## src/rtl/lcd_char_pkg.sv

```systemverilog
// ----------------------------------------------------------------
// lcd_char_pkg : shared types, init step ROM and command codes
// Rev 1.0
// ----------------------------------------------------------------
`default_nettype none

package lcd_char_pkg;

  typedef enum logic [2:0] {
    S_BOOT  = 3'd0,
    S_PWRUP = 3'd1,
    S_INIT  = 3'd2,
    S_IDLE  = 3'd3,
    S_XFER  = 3'd4,
    S_EXEC  = 3'd5
  } state_e;

  typedef enum logic [1:0] {
    PH_ST1  = 2'd0,
    PH_GAP  = 2'd1,
    PH_ST2  = 2'd2,
    PH_WAIT = 2'd3
  } phase_e;

  typedef enum logic [1:0] {
    ST_IDLE  = 2'd0,
    ST_SETUP = 2'd1,
    ST_PULSE = 2'd2,
    ST_HOLD  = 2'd3
  } strobe_e;

  typedef enum logic [1:0] {
    W_INIT1 = 2'd0,
    W_INIT2 = 2'd1,
    W_EXEC  = 2'd2,
    W_CLEAR = 2'd3
  } wsel_e;

  typedef struct packed {
    logic [7:0] val;
    logic       one_strobe;
    wsel_e      wsel;
  } init_step_t;

  localparam logic [2:0] c_last_step4 = 3'd7;
  localparam logic [2:0] c_last_step8 = 3'd6;

  localparam logic [7:0] c_cmd_clear    = 8'h01;
  localparam logic [7:0] c_cmd_home     = 8'h02;
  localparam logic [7:0] c_cmd_home_alt = 8'h03;

  function automatic int max_int(input int a, input int b);
    return (a > b) ? a : b;
  endfunction

  // 4-bit mode: the first four steps are single wake-up nibbles (low nibble of val)
  function automatic init_step_t init_step(input int bus_w, input logic [2:0] idx);
    init_step_t s;
    s = '{val: 8'h00, one_strobe: 1'b1, wsel: W_EXEC};
    if (bus_w == 8) begin
      case (idx)
        3'd0:    s = '{8'h30, 1'b1, W_INIT1};
        3'd1:    s = '{8'h30, 1'b1, W_INIT2};
        3'd2:    s = '{8'h30, 1'b1, W_EXEC};
        3'd3:    s = '{8'h38, 1'b1, W_EXEC};
        3'd4:    s = '{8'h06, 1'b1, W_EXEC};
        3'd5:    s = '{8'h0C, 1'b1, W_EXEC};
        default: s = '{8'h01, 1'b1, W_CLEAR};
      endcase
    end else begin
      case (idx)
        3'd0:    s = '{8'h03, 1'b1, W_INIT1};
        3'd1:    s = '{8'h03, 1'b1, W_INIT2};
        3'd2:    s = '{8'h03, 1'b1, W_EXEC};
        3'd3:    s = '{8'h02, 1'b1, W_EXEC};
        3'd4:    s = '{8'h28, 1'b0, W_EXEC};
        3'd5:    s = '{8'h06, 1'b0, W_EXEC};
        3'd6:    s = '{8'h0C, 1'b0, W_EXEC};
        default: s = '{8'h01, 1'b0, W_CLEAR};
      endcase
    end
    return s;
  endfunction

  function automatic logic is_clear_cmd(input logic rs, input logic [7:0] data);
    return !rs && (data == c_cmd_clear || data == c_cmd_home || data == c_cmd_home_alt);
  endfunction

endpackage

`default_nettype wire

```

## src/rtl/lcd_char_ctrl_strobe.sv

```systemverilog
// ----------------------------------------------------------------
// lcd_bus_strobe : one LCD bus write with setup / enable / hold timing
// Rev 1.0
// ----------------------------------------------------------------
`default_nettype none

module lcd_bus_strobe
  import lcd_char_pkg::*;
#(
  parameter int BUS_W       = 4,
  parameter int E_SETUP_CYC = 2,
  parameter int E_PULSE_CYC = 12,
  parameter int E_HOLD_CYC  = 1
) (
  input  logic             clk,
  input  logic             reset,
  input  logic             start_i,
  input  logic [BUS_W-1:0] word_i,
  input  logic             rs_i,
  output logic [BUS_W-1:0] sf_d_o,
  output logic             lcd_e_o,
  output logic             lcd_rs_o,
  output logic             done_o
);

  localparam int c_cnt_w = $clog2(max_int(max_int(E_SETUP_CYC, E_PULSE_CYC), E_HOLD_CYC) + 1);

  strobe_e            state_q, state_d;
  logic [c_cnt_w-1:0] cnt_q, cnt_d;
  logic [BUS_W-1:0]   data_q, data_d;
  logic               e_q, e_d;
  logic               rs_q, rs_d;
  logic               done_q, done_d;

  always_ff @(posedge clk) begin
    if (reset) begin
      state_q <= ST_IDLE;
      cnt_q   <= '0;
      data_q  <= '0;
      e_q     <= 1'b0;
      rs_q    <= 1'b0;
      done_q  <= 1'b0;
    end else begin
      state_q <= state_d;
      cnt_q   <= cnt_d;
      data_q  <= data_d;
      e_q     <= e_d;
      rs_q    <= rs_d;
      done_q  <= done_d;
    end
  end

  always_comb begin
    state_d = state_q;
    cnt_d   = cnt_q;
    data_d  = data_q;
    e_d     = e_q;
    rs_d    = rs_q;
    done_d  = 1'b0;
    case (state_q)
      ST_IDLE: begin
        if (start_i) begin
          data_d  = word_i;
          rs_d    = rs_i;
          cnt_d   = c_cnt_w'(E_SETUP_CYC - 1);
          state_d = ST_SETUP;
        end
      end
      ST_SETUP: begin
        if (cnt_q == '0) begin
          e_d     = 1'b1;
          cnt_d   = c_cnt_w'(E_PULSE_CYC - 1);
          state_d = ST_PULSE;
        end else begin
          cnt_d = cnt_q - 1'b1;
        end
      end
      ST_PULSE: begin
        if (cnt_q == '0) begin
          e_d     = 1'b0;
          cnt_d   = c_cnt_w'(E_HOLD_CYC - 1);
          state_d = ST_HOLD;
        end else begin
          cnt_d = cnt_q - 1'b1;
        end
      end
      default: begin
        if (cnt_q == '0) begin
          done_d  = 1'b1;
          state_d = ST_IDLE;
        end else begin
          cnt_d = cnt_q - 1'b1;
        end
      end
    endcase
  end

  assign sf_d_o   = data_q;
  assign lcd_e_o  = e_q;
  assign lcd_rs_o = rs_q;
  assign done_o   = done_q;

endmodule

`default_nettype wire

```

## src/rtl/lcd_char_ctrl.sv

```systemverilog
// ----------------------------------------------------------------
// lcd_char_ctrl : HD44780 character LCD controller (power-on init + byte writes)
// Rev 1.0
// ----------------------------------------------------------------
`default_nettype none

module lcd_char_ctrl
  import lcd_char_pkg::*;
#(
  parameter int BUS_W       = 4,
  parameter int PWRUP_CYC   = 750000,
  parameter int INIT1_CYC   = 205000,
  parameter int INIT2_CYC   = 5000,
  parameter int EXEC_CYC    = 2000,
  parameter int CLEAR_CYC   = 82000,
  parameter int E_SETUP_CYC = 2,
  parameter int E_PULSE_CYC = 12,
  parameter int E_HOLD_CYC  = 1,
  parameter int NIB_GAP_CYC = 50
) (
  input  logic             clk,
  input  logic             reset,
  input  logic             init_done,
  input  logic             req_valid,
  output logic             req_ready,
  input  logic             req_rs,
  input  logic [7:0]       req_data,
  output logic             init_ok,
  output logic [BUS_W-1:0] sf_d,
  output logic             sf_ceo,
  output logic             lcd_e,
  output logic             lcd_rs,
  output logic             lcd_rw
);

  localparam int c_max_cyc = max_int(max_int(max_int(PWRUP_CYC, INIT1_CYC), max_int(INIT2_CYC, EXEC_CYC)),
                                     max_int(CLEAR_CYC, NIB_GAP_CYC));
  localparam int c_tmr_w = $clog2(c_max_cyc + 1);

  localparam logic [c_tmr_w-1:0] c_pwrup = c_tmr_w'(PWRUP_CYC);
  localparam logic [c_tmr_w-1:0] c_init1 = c_tmr_w'(INIT1_CYC);
  localparam logic [c_tmr_w-1:0] c_init2 = c_tmr_w'(INIT2_CYC);
  localparam logic [c_tmr_w-1:0] c_exec  = c_tmr_w'(EXEC_CYC);
  localparam logic [c_tmr_w-1:0] c_clear = c_tmr_w'(CLEAR_CYC);
  localparam logic [c_tmr_w-1:0] c_gap   = c_tmr_w'(NIB_GAP_CYC);
  localparam logic [2:0]         c_last_step = (BUS_W == 8) ? c_last_step8 : c_last_step4;

  function automatic logic [c_tmr_w-1:0] wait_cyc(input wsel_e w);
    case (w)
      W_INIT1: return c_init1;
      W_INIT2: return c_init2;
      W_CLEAR: return c_clear;
      default: return c_exec;
    endcase
  endfunction

  state_e             state_q, state_d;
  phase_e             phase_q, phase_d;
  logic [2:0]         step_q, step_d;
  logic [c_tmr_w-1:0] tmr_q, tmr_d;
  logic [7:0]         wbyte_q, wbyte_d;
  logic               one_q, one_d;
  logic               wrs_q, wrs_d;
  logic               clear_q, clear_d;
  logic               start_q, start_d;
  logic               ready_q, ready_d;
  logic               init_ok_q, init_ok_d;
  logic               ceo_q, rw_q;

  logic [BUS_W-1:0]   w_word;
  logic               w_strb_done;
  logic               w_tmr_end;
  logic [2:0]         w_rom_idx;
  init_step_t         w_rom;

  // A timer loaded with N expires on its N-th cycle (value 1)
  assign w_tmr_end = (tmr_q <= c_tmr_w'(1));
  assign w_rom_idx = (state_q == S_PWRUP) ? 3'd0 :
                     (phase_q == PH_WAIT) ? step_q + 3'd1 : step_q;
  assign w_rom     = init_step(BUS_W, w_rom_idx);

  generate
    if (BUS_W == 8) begin : g_bus8
      assign w_word = wbyte_q;
    end else if (BUS_W == 4) begin : g_bus4
      assign w_word = (one_q || phase_q == PH_ST2) ? wbyte_q[3:0] : wbyte_q[7:4];
    end else begin : g_bad_bus
      $error("lcd_char_ctrl: BUS_W must be 4 or 8");
    end
  endgenerate

  always_ff @(posedge clk) begin
    if (reset) begin
      state_q   <= S_BOOT;
      phase_q   <= PH_ST1;
      step_q    <= '0;
      tmr_q     <= '0;
      wbyte_q   <= '0;
      one_q     <= 1'b1;
      wrs_q     <= 1'b0;
      clear_q   <= 1'b0;
      start_q   <= 1'b0;
      ready_q   <= 1'b0;
      init_ok_q <= 1'b0;
      ceo_q     <= 1'b1;
      rw_q      <= 1'b0;
    end else begin
      state_q   <= state_d;
      phase_q   <= phase_d;
      step_q    <= step_d;
      tmr_q     <= tmr_d;
      wbyte_q   <= wbyte_d;
      one_q     <= one_d;
      wrs_q     <= wrs_d;
      clear_q   <= clear_d;
      start_q   <= start_d;
      ready_q   <= ready_d;
      init_ok_q <= init_ok_d;
      ceo_q     <= 1'b1;
      rw_q      <= 1'b0;
    end
  end

  always_comb begin
    state_d = state_q;
    phase_d = phase_q;
    step_d  = step_q;
    tmr_d   = tmr_q;
    wbyte_d = wbyte_q;
    one_d   = one_q;
    wrs_d   = wrs_q;
    clear_d = clear_q;
    start_d = 1'b0;
    case (state_q)
      S_BOOT: begin
        if (init_done) begin
          state_d = S_PWRUP;
          tmr_d   = c_pwrup;
        end
      end
      S_PWRUP: begin
        if (w_tmr_end) begin
          state_d = S_INIT;
          phase_d = PH_ST1;
          step_d  = 3'd0;
          start_d = 1'b1;
          wbyte_d = w_rom.val;
          one_d   = w_rom.one_strobe;
          wrs_d   = 1'b0;
        end else begin
          tmr_d = tmr_q - 1'b1;
        end
      end
      S_INIT, S_XFER: begin
        case (phase_q)
          PH_GAP: begin
            if (w_tmr_end) begin
              phase_d = PH_ST2;
              start_d = 1'b1;
            end else begin
              tmr_d = tmr_q - 1'b1;
            end
          end
          PH_WAIT: begin
            if (w_tmr_end) begin
              if (step_q == c_last_step) begin
                state_d = S_IDLE;
              end else begin
                step_d  = step_q + 3'd1;
                phase_d = PH_ST1;
                start_d = 1'b1;
                wbyte_d = w_rom.val;
                one_d   = w_rom.one_strobe;
              end
            end else begin
              tmr_d = tmr_q - 1'b1;
            end
          end
          default: begin
            if (w_strb_done) begin
              if (phase_q == PH_ST1 && !one_q) begin
                phase_d = PH_GAP;
                tmr_d   = c_gap;
              end else if (state_q == S_INIT) begin
                phase_d = PH_WAIT;
                tmr_d   = wait_cyc(w_rom.wsel);
              end else begin
                state_d = S_EXEC;
                tmr_d   = clear_q ? c_clear : c_exec;
              end
            end
          end
        endcase
      end
      S_IDLE: begin
        if (req_valid && ready_q) begin
          state_d = S_XFER;
          phase_d = PH_ST1;
          start_d = 1'b1;
          wbyte_d = req_data;
          wrs_d   = req_rs;
          one_d   = (BUS_W == 8);
          clear_d = is_clear_cmd(req_rs, req_data);
        end
      end
      S_EXEC: begin
        if (w_tmr_end) state_d = S_IDLE;
        else           tmr_d   = tmr_q - 1'b1;
      end
      default: state_d = S_BOOT;
    endcase
    ready_d   = (state_d == S_IDLE);
    init_ok_d = init_ok_q | (state_d == S_IDLE);
  end

  lcd_bus_strobe #(
    .BUS_W      (BUS_W),
    .E_SETUP_CYC(E_SETUP_CYC),
    .E_PULSE_CYC(E_PULSE_CYC),
    .E_HOLD_CYC (E_HOLD_CYC)
  ) u_strobe (
    .clk     (clk),
    .reset   (reset),
    .start_i (start_q),
    .word_i  (w_word),
    .rs_i    (wrs_q),
    .sf_d_o  (sf_d),
    .lcd_e_o (lcd_e),
    .lcd_rs_o(lcd_rs),
    .done_o  (w_strb_done)
  );

  assign req_ready = ready_q;
  assign init_ok   = init_ok_q;
  assign sf_ceo    = ceo_q;
  assign lcd_rw    = rw_q;

endmodule

`default_nettype wire
```

## config.mk

```make
export PLATFORM = sky130hd
export DESIGN_NAME = lcd_char_ctrl
export DESIGN_NICKNAME = d
export VERILOG_FILES = /design/src/rtl/lcd_char_pkg.sv /design/src/rtl/lcd_char_ctrl_strobe.sv /design/src/rtl/lcd_char_ctrl.sv
export SDC_FILE = /design/constraint.sdc
export NUM_CORES = 1
export LEC_CHECK = 0
export CORE_MARGIN = 2
export CORE_UTILIZATION = 40
export CTS_BUF_LIST = sky130_fd_sc_hd__clkbuf_4
export DETAILED_ROUTE_END_ITERATION = 12
export PLACE_DENSITY_LB_ADDON = 0.1
export SLEW_MARGIN = 20
export SYNTH_ARGS = -nofsm -noshare
export SYNTH_HDL_FRONTEND = slang
export SYNTH_HIERARCHICAL = 1
export SYNTH_SLANG_ARGS = --single-unit
```

## constraint.sdc

```tcl
create_clock -name clk -period 3.3 [get_ports clk]
set_clock_uncertainty 0.05 [all_clocks]
set_input_delay 0.66 -clock clk [delete_from_list [all_inputs] [get_ports clk]]
set_output_delay 0.66 -clock clk [all_outputs]
set_load 0.01 [all_outputs]
```

# Yosys cells after proc, flatten, opt, wreduce, memory -nomap -nowiden
# Cells that the tools add are included.
[word_totals]
output_inout_bits = 10
input_bits = 13
reg_bits = 55
elab_cells = 169
[classes]
n_mux = 74
n_eq_ne = 39
n_lt_le_gt_ge = 1
addsub = 3
n_reduce_logical = 34
bitwise_logic = 1
[ops]
columns = ["operator", "n"]
rows = [
  ["20-bit two-way mux", 6],
  ["9-bit case mux with 7 select lines", 1],
  ["20-bit case mux with 3 select lines", 1],
  ["18-bit case mux with 3 select lines", 1],
  ["3-bit two-way mux", 15],
  ["8-bit two-way mux", 5],
  ["2-bit two-way mux", 12],
  ["8-bit case mux with 3 select lines", 1],
  ["20-bit by 1-bit <= comparator with 1-bit output, second input constant", 1],
  ["4-bit two-way mux", 5],
  ["20-bit by 1-bit subtractor with 20-bit output, second input constant", 1],
  ["3-bit == test, second input constant", 6],
  ["17-bit two-way mux", 1],
  ["8-bit by 2-bit == test with 1-bit output, second input constant", 2],
  ["3-bit by 2-bit == test with 1-bit output, second input constant", 5],
  ["3-bit case mux with 5 select lines", 1],
  ["1-bit two-way mux", 14],
  ["2-bit != test, second input constant", 7],
  ["2-bit case mux with 3 select lines", 2],
  ["3-bit case mux with 2 select lines", 2],
  ["4-bit case mux with 3 select lines", 1],
  ["3-bit != test, second input constant", 3],
  ["3-bit AND reduction", 3],
  ["2-bit == test, second input constant", 4],
  ["other kinds (29)", 52],
]

# Logic depth before layout (Yosys ltp)
[logic_depth]
word_depth = 12
mapped_depth = 13
depth_no_buf = 13

# By module
# Netlist, hierarchy kept.
[by_module_without_submodules]
columns = ["module", "area_each_um2", "seq_area_each_um2", "cells_per_inst", "n_inst"]
rows = [
  ["lcd_char_ctrl", 3279.4, 840.8, 424, 1],
  ["lcd_bus_strobe", 730.7, 260.2, 86, 1],
]

# Worst setup path after synthesis
# Ideal clock, no wire load.
[synth_path]
path_kind = "register -> register"
from = "register step_q[1]"
to = "register tmr_q[16]"
path_slack_ns = 0.144
period_less_slack_ns = 3.156
required_ns = 3.134
path_buffers = 0
setup_time_ns = 0.116
stages_incl_launch_ff = 14
arrival_time_ns = 2.990
cell_sequence = "dfxtp_1 ha_1 ha_1 and3_1 o21ai_1 xor2_1 a22oi_1 nor2_1 ha_1 nor4bb_1 a21oi_1 a22oi_1 a21oi_1 o211a_1"
[synth_between]
elab_chain_cells = 12
word_cells_on_any_way = 20
classes_between = "1 x add/sub; 8 x eq/ne; 9 x mux; 2 x reduce/logical"
[synth_lines]
columns = ["element", "line_no", "source"]
rows = [
  ["from (decl)", "lcd_char_ctrl.sv:59", "logic [2:0] step_q, step_d;"],
  ["from (signal assigned)", "lcd_char_ctrl.sv:110", "step_q <= step_d;"],
  ["3-bit by 1-bit adder with 3-bit output", "lcd_char_ctrl.sv:79", "(phase_q == PH_WAIT) ? step_q + 3'd1 : step_q;"],
  ["3-bit two-way mux (*)", "lcd_char_ctrl.sv:79", ""],
  ["3-bit two-way mux (*)", "lcd_char_ctrl.sv:78", "assign w_rom_idx = (state_q == S_PWRUP) ? 3'd0 :"],
  ["3-bit == test (tied with other cells)", "lcd_char_pkg.sv:71", "case (idx)"],
  ["9-bit case mux with 7 select lines (*)", "lcd_char_pkg.sv:71", ""],
  ["2-bit == test (tied with other cells)", "lcd_char_ctrl.sv:49", "case (w)"],
  ["18-bit case mux with 3 select lines (*)", "lcd_char_ctrl.sv:49", ""],
  ["20-bit two-way mux (*)", "lcd_char_ctrl.sv:184", "end else if (state_q == S_INIT) begin"],
  ["20-bit two-way mux (*)", "lcd_char_ctrl.sv:181", "if (phase_q == PH_ST1 && !one_q) begin"],
  ["20-bit two-way mux (*)", "lcd_char_ctrl.sv:180", "if (w_strb_done) begin"],
  ["20-bit two-way mux (*)", "n/a", ""],
  ["20-bit case mux with 3 select lines (*)", "lcd_char_ctrl.sv:134", "case (state_q)"],
  ["to (signal assigned)", "lcd_char_ctrl.sv:111", "tmr_q <= tmr_d;"],
  ["to (decl)", "lcd_char_ctrl.sv:60", "logic [c_tmr_w-1:0] tmr_q, tmr_d;"],
]
# Every way passes the cells marked *; elsewhere a longest branch is shown, timed or not. The select of a mux whose other input is x is not followed.
# A chain may end at the register's enable or synchronous reset.

# Worst setup path in the final report
[layout_path]
from = "register step_q[0]"
to = "register tmr_q[9]"
# The elaborated chain is that of the path after synthesis.

==> impl_metrics.json <==
{
  "pre_cts_slack_ns": 0.02350,
  "die_x_um": 104.1,
  "finalHoldViolCount": 0,
  "yosys.area_share.simple": 0.2799,
  "synthesis.area_um2": 4010,
  "dpl_cell_area_um2": 4365,
  "place.gp.congestion": 0.9191,
  "synth_top_area_share": 0.2746,
  "crit_slowest_cell": "dfxtp_1",
  "reg2reg_from": "step_q[0]$_SDFFE_PP0P_",
  "critPathKind": "register to register",
  "fp-row-count": 36,
  "htreeDepth": 2,
  "postRouteAntennaNets": 0,
  "die-height_um": 104.1,
  "finalSetupTns_ns": 0,
  "cp.required_ns": 3.58,
  "cts_buffers": 5,
  "synth_top_area_cell": "dfxtp_1",
  "cts-root-buf": "clkbuf_4",
  "clk_latency_ns": 0.41,
  "synthArstFlopShare": 0,
  "io_buffers": 20,
  "maxSlewHeadroom": 0.3754,
  "route.detailed.drc": 0,
  "syn_inst": 510,
  "synth_area_leaders": "dfxtp_1, a21oi_1, ha_1",
  "grt_pass1_wl_um": 19250,
  "layout-drive-gt1-share": 0.1164,
  "grt-ovfl-total": 0,
  "synth_xor_area_frac": 0.01310,
  "ys_seq_elements": 55,
  "final_nets": 551,
  "cp-end-kind": "register",
  "dr.pass1.iters": 5,
  "grt_usage": 0.2170,
  "cts.sinks": 55,
  "slew_violations": 0,
  "maxCapViolCount": 0,
  "route.detailed.wl_per_inst_um": 17.93,
  "grt_pass1_vias": 3691,
  "path_cells": "ha_1, ha_1, and3_1, o21ai_2, xor2_1, a22oi_1, nor2_1, ha_1, nor4bb_4, a211oi_1, o31ai_1, o41ai_1, a211oi_1",
  "fmax_ghz": 0.3241,
  "leakage_nw": 1.621,
  "ir_worst_vdd_v": 0.0002276,
  "hpwlAfterDp_um": 8639,
  "setup_viol": 0,
  "syn_nets": 538,
  "synth-compound-area-share": 0.2755,
  "clockBufferDepth": 2,
  "ys_seq_area_frac": 0.2746,
  "avgSynthCellArea_um2": 7.863,
  "die_area_um2": 10840,
  "cts_setup_buffers": 0,
  "syn_to_final_growth_pct": 10.98,
  "crit_path_max_incr_delay_ns": 0.35,
  "cp.arrival_ns": 3.36,
  "cts_tree": "built",
  "min_period_over_period": 0.9349,
  "postLayoutCellArea_um2": 4451,
  "holdWs_ns": 0.4153,
  "startpoint_type": "register",
  "worst_slew_pin_slew_ns": 0.9334,
  "synthFlopType": "dfxtp_1",
  "viasPerCell": 6.008,
  "min_period_ns": 3.085,
  "routed_wirelength_um": 11780,
  "rsz0062_at_grt": "no",
  "start_util": 0.4103,
  "grt_max_degree": 45,
  "synth_edf_count": 0,
  "status": "finished, final reports clean",
  "core-area_um2": 9774,
  "ios": 23,
  "cts.reportedPaths.clkPinSlew_ns": 0.17,
  "min_path_type": "register to register",
  "synth_cell_type_count": 80,
  "synth_top_family_by_area": "simple AND/OR/NAND/NOR gates",
  "synth.area.mux_share": 0.04961,
  "drtIter0Drc": 310,
  "num_vias": 3947,
  "mostFrequentLayoutCells": "dfxtp_1, nor2_1, a21oi_1",
  "antenna_found_initial": 0,
  "fin_ws_ns": 0.2147,
  "ys_warn_count": 6,
  "power.density_nw_per_um2": 436.8,
  "crit_top_cell": "ha_1",
  "crit_path_start": "step_q[0]$_SDFFE_PP0P_",
  "final_common_cell": "dfxtp_1",
  "path_max_fanout": 3,
  "synth_fa_ha_area_frac": 0.04680,
  "min_from": "u_strobe/lcd_rs_o$_SDFFE_PP0P_",
  "diodes": 0
}
## per-stage QoR
step | power, mW | util | instances
after floorplan | 1.403 | - | 510
after global routing | 2.068 | 0.4553 | 657
final | 1.944 | 0.4553 | 657
after detailed placement | 1.618 | 0.4466 | 649
after CTS | 1.946 | 0.4535 | 657
after global placement | 1.602 | 0.4466 | 649
## kinds of logic (layout without fill, tap and decap cells)
logic type | Yosys count | in the layout
compound gates | 158 | 158
mux | 18 | 18
xor+xnor | 6 | 6
other cells | 2 | 2
fa+ha+maj | 15 | 15
flops | 55 | 55
simple gates | 200 | 200
buf+inv | 56 | 70
## critical path, delay by kind of cell (launching register included)
kind                       cells  cell delay, ns
xor gates and xnor gates       1            0.09
DFF                            1            0.35
adders and majority gates      3            0.77
and+or+nand+nor                3            0.52
AOI/OAI and AO/OA              6            1.22
## worst paths after layout
kind | slack [ns] | cells past startpoint | end
min | 0.42 | 2 | u_strobe/lcd_rs_o$_SDFFE_PP0P_
max reg2reg | 0.21 | 13 | tmr_q[9]$_SDFFE_PP0P_
max | 0.21 | 13 | tmr_q[9]$_SDFFE_PP0P_
min reg2reg | 0.42 | 2 | u_strobe/lcd_rs_o$_SDFFE_PP0P_
## registers in the layout, indices dropped and copies added (netlist names), 2 cells and up
| signal | cells |
|---|---|
| state_q | 3 |
| wbyte_q | 8 |
| tmr_q | 20 |
| step_q | 3 |
| u_strobe/cnt_q | 4 |
| u_strobe/sf_d_o | 4 |
| u_strobe/state_q | 2 |
| phase_q | 2 |
## power breakdown
| group | switching (mW) | total, mW | leakage (nW) | internal [mW] |
|---|---|---|---|---|
| clock | 0.242 | 0.328 | 0.0278 | 0.0857 |
| sequential | 0.0800 | 0.807 | 0.448 | 0.727 |
| combinational | 0.483 | 0.809 | 1.15 | 0.326 |
## cells in the mapped netlist (4+ instances only)
cell	instances
dfxtp_1	55
nor2_1	43
a21oi_1	40
nand2_1	38
clkbuf_1	23
inv_1	23
nand3_1	19
ha_1	15
a31oi_1	13
o21ai_0	13
a211oi_1	12
mux2i_1	12
nor3_1	12
nand2b_1	10
nand4_1	8
or3_1	8
a21o_1	7
nor4_1	7
o22ai_1	7
o31ai_1	7
and2_1	6
nor2b_1	6
or4_1	6
buf_2	5
o211ai_1	5
or2_2	5
and3_1	4
o21ai_1	4
o221a_2	4
## final cells by class
cell class                      instances  area, um^2
Clock buffer                            5       37.54
Clock inverter                          3       23.77
Multi-Input combinational cell        399        2698
Inverter                               23       86.33
Sequential cell                        55        1101
Tap cell                              133       166.4
Fill cell                            1038        5324
Timing Repair Buffer                   39       337.8
## metal layers
| layer | GRT usage | vias to the layer above | wire length [um] |
|---|---|---|---|
| met1 | 0.3041 | 1893 | 5610 |
| met4 | 0.05309 | 0 | 153 |
| met5 | 0 | - | 0 |
| li1 | - | 1933 | - |
| met2 | 0.3515 | 104 | 5470 |
| met3 | 0.03070 | 17 | 543 |
## timing repair
action                                  CTS  global route
pin swaps                                 0             5
endpoints found under the setup margin    1             3
gates cloned                              0             0
gates resized for setup                   1             3
hold buffers                              0             0
Note: power is estimated with default switching activity, not from simulation.
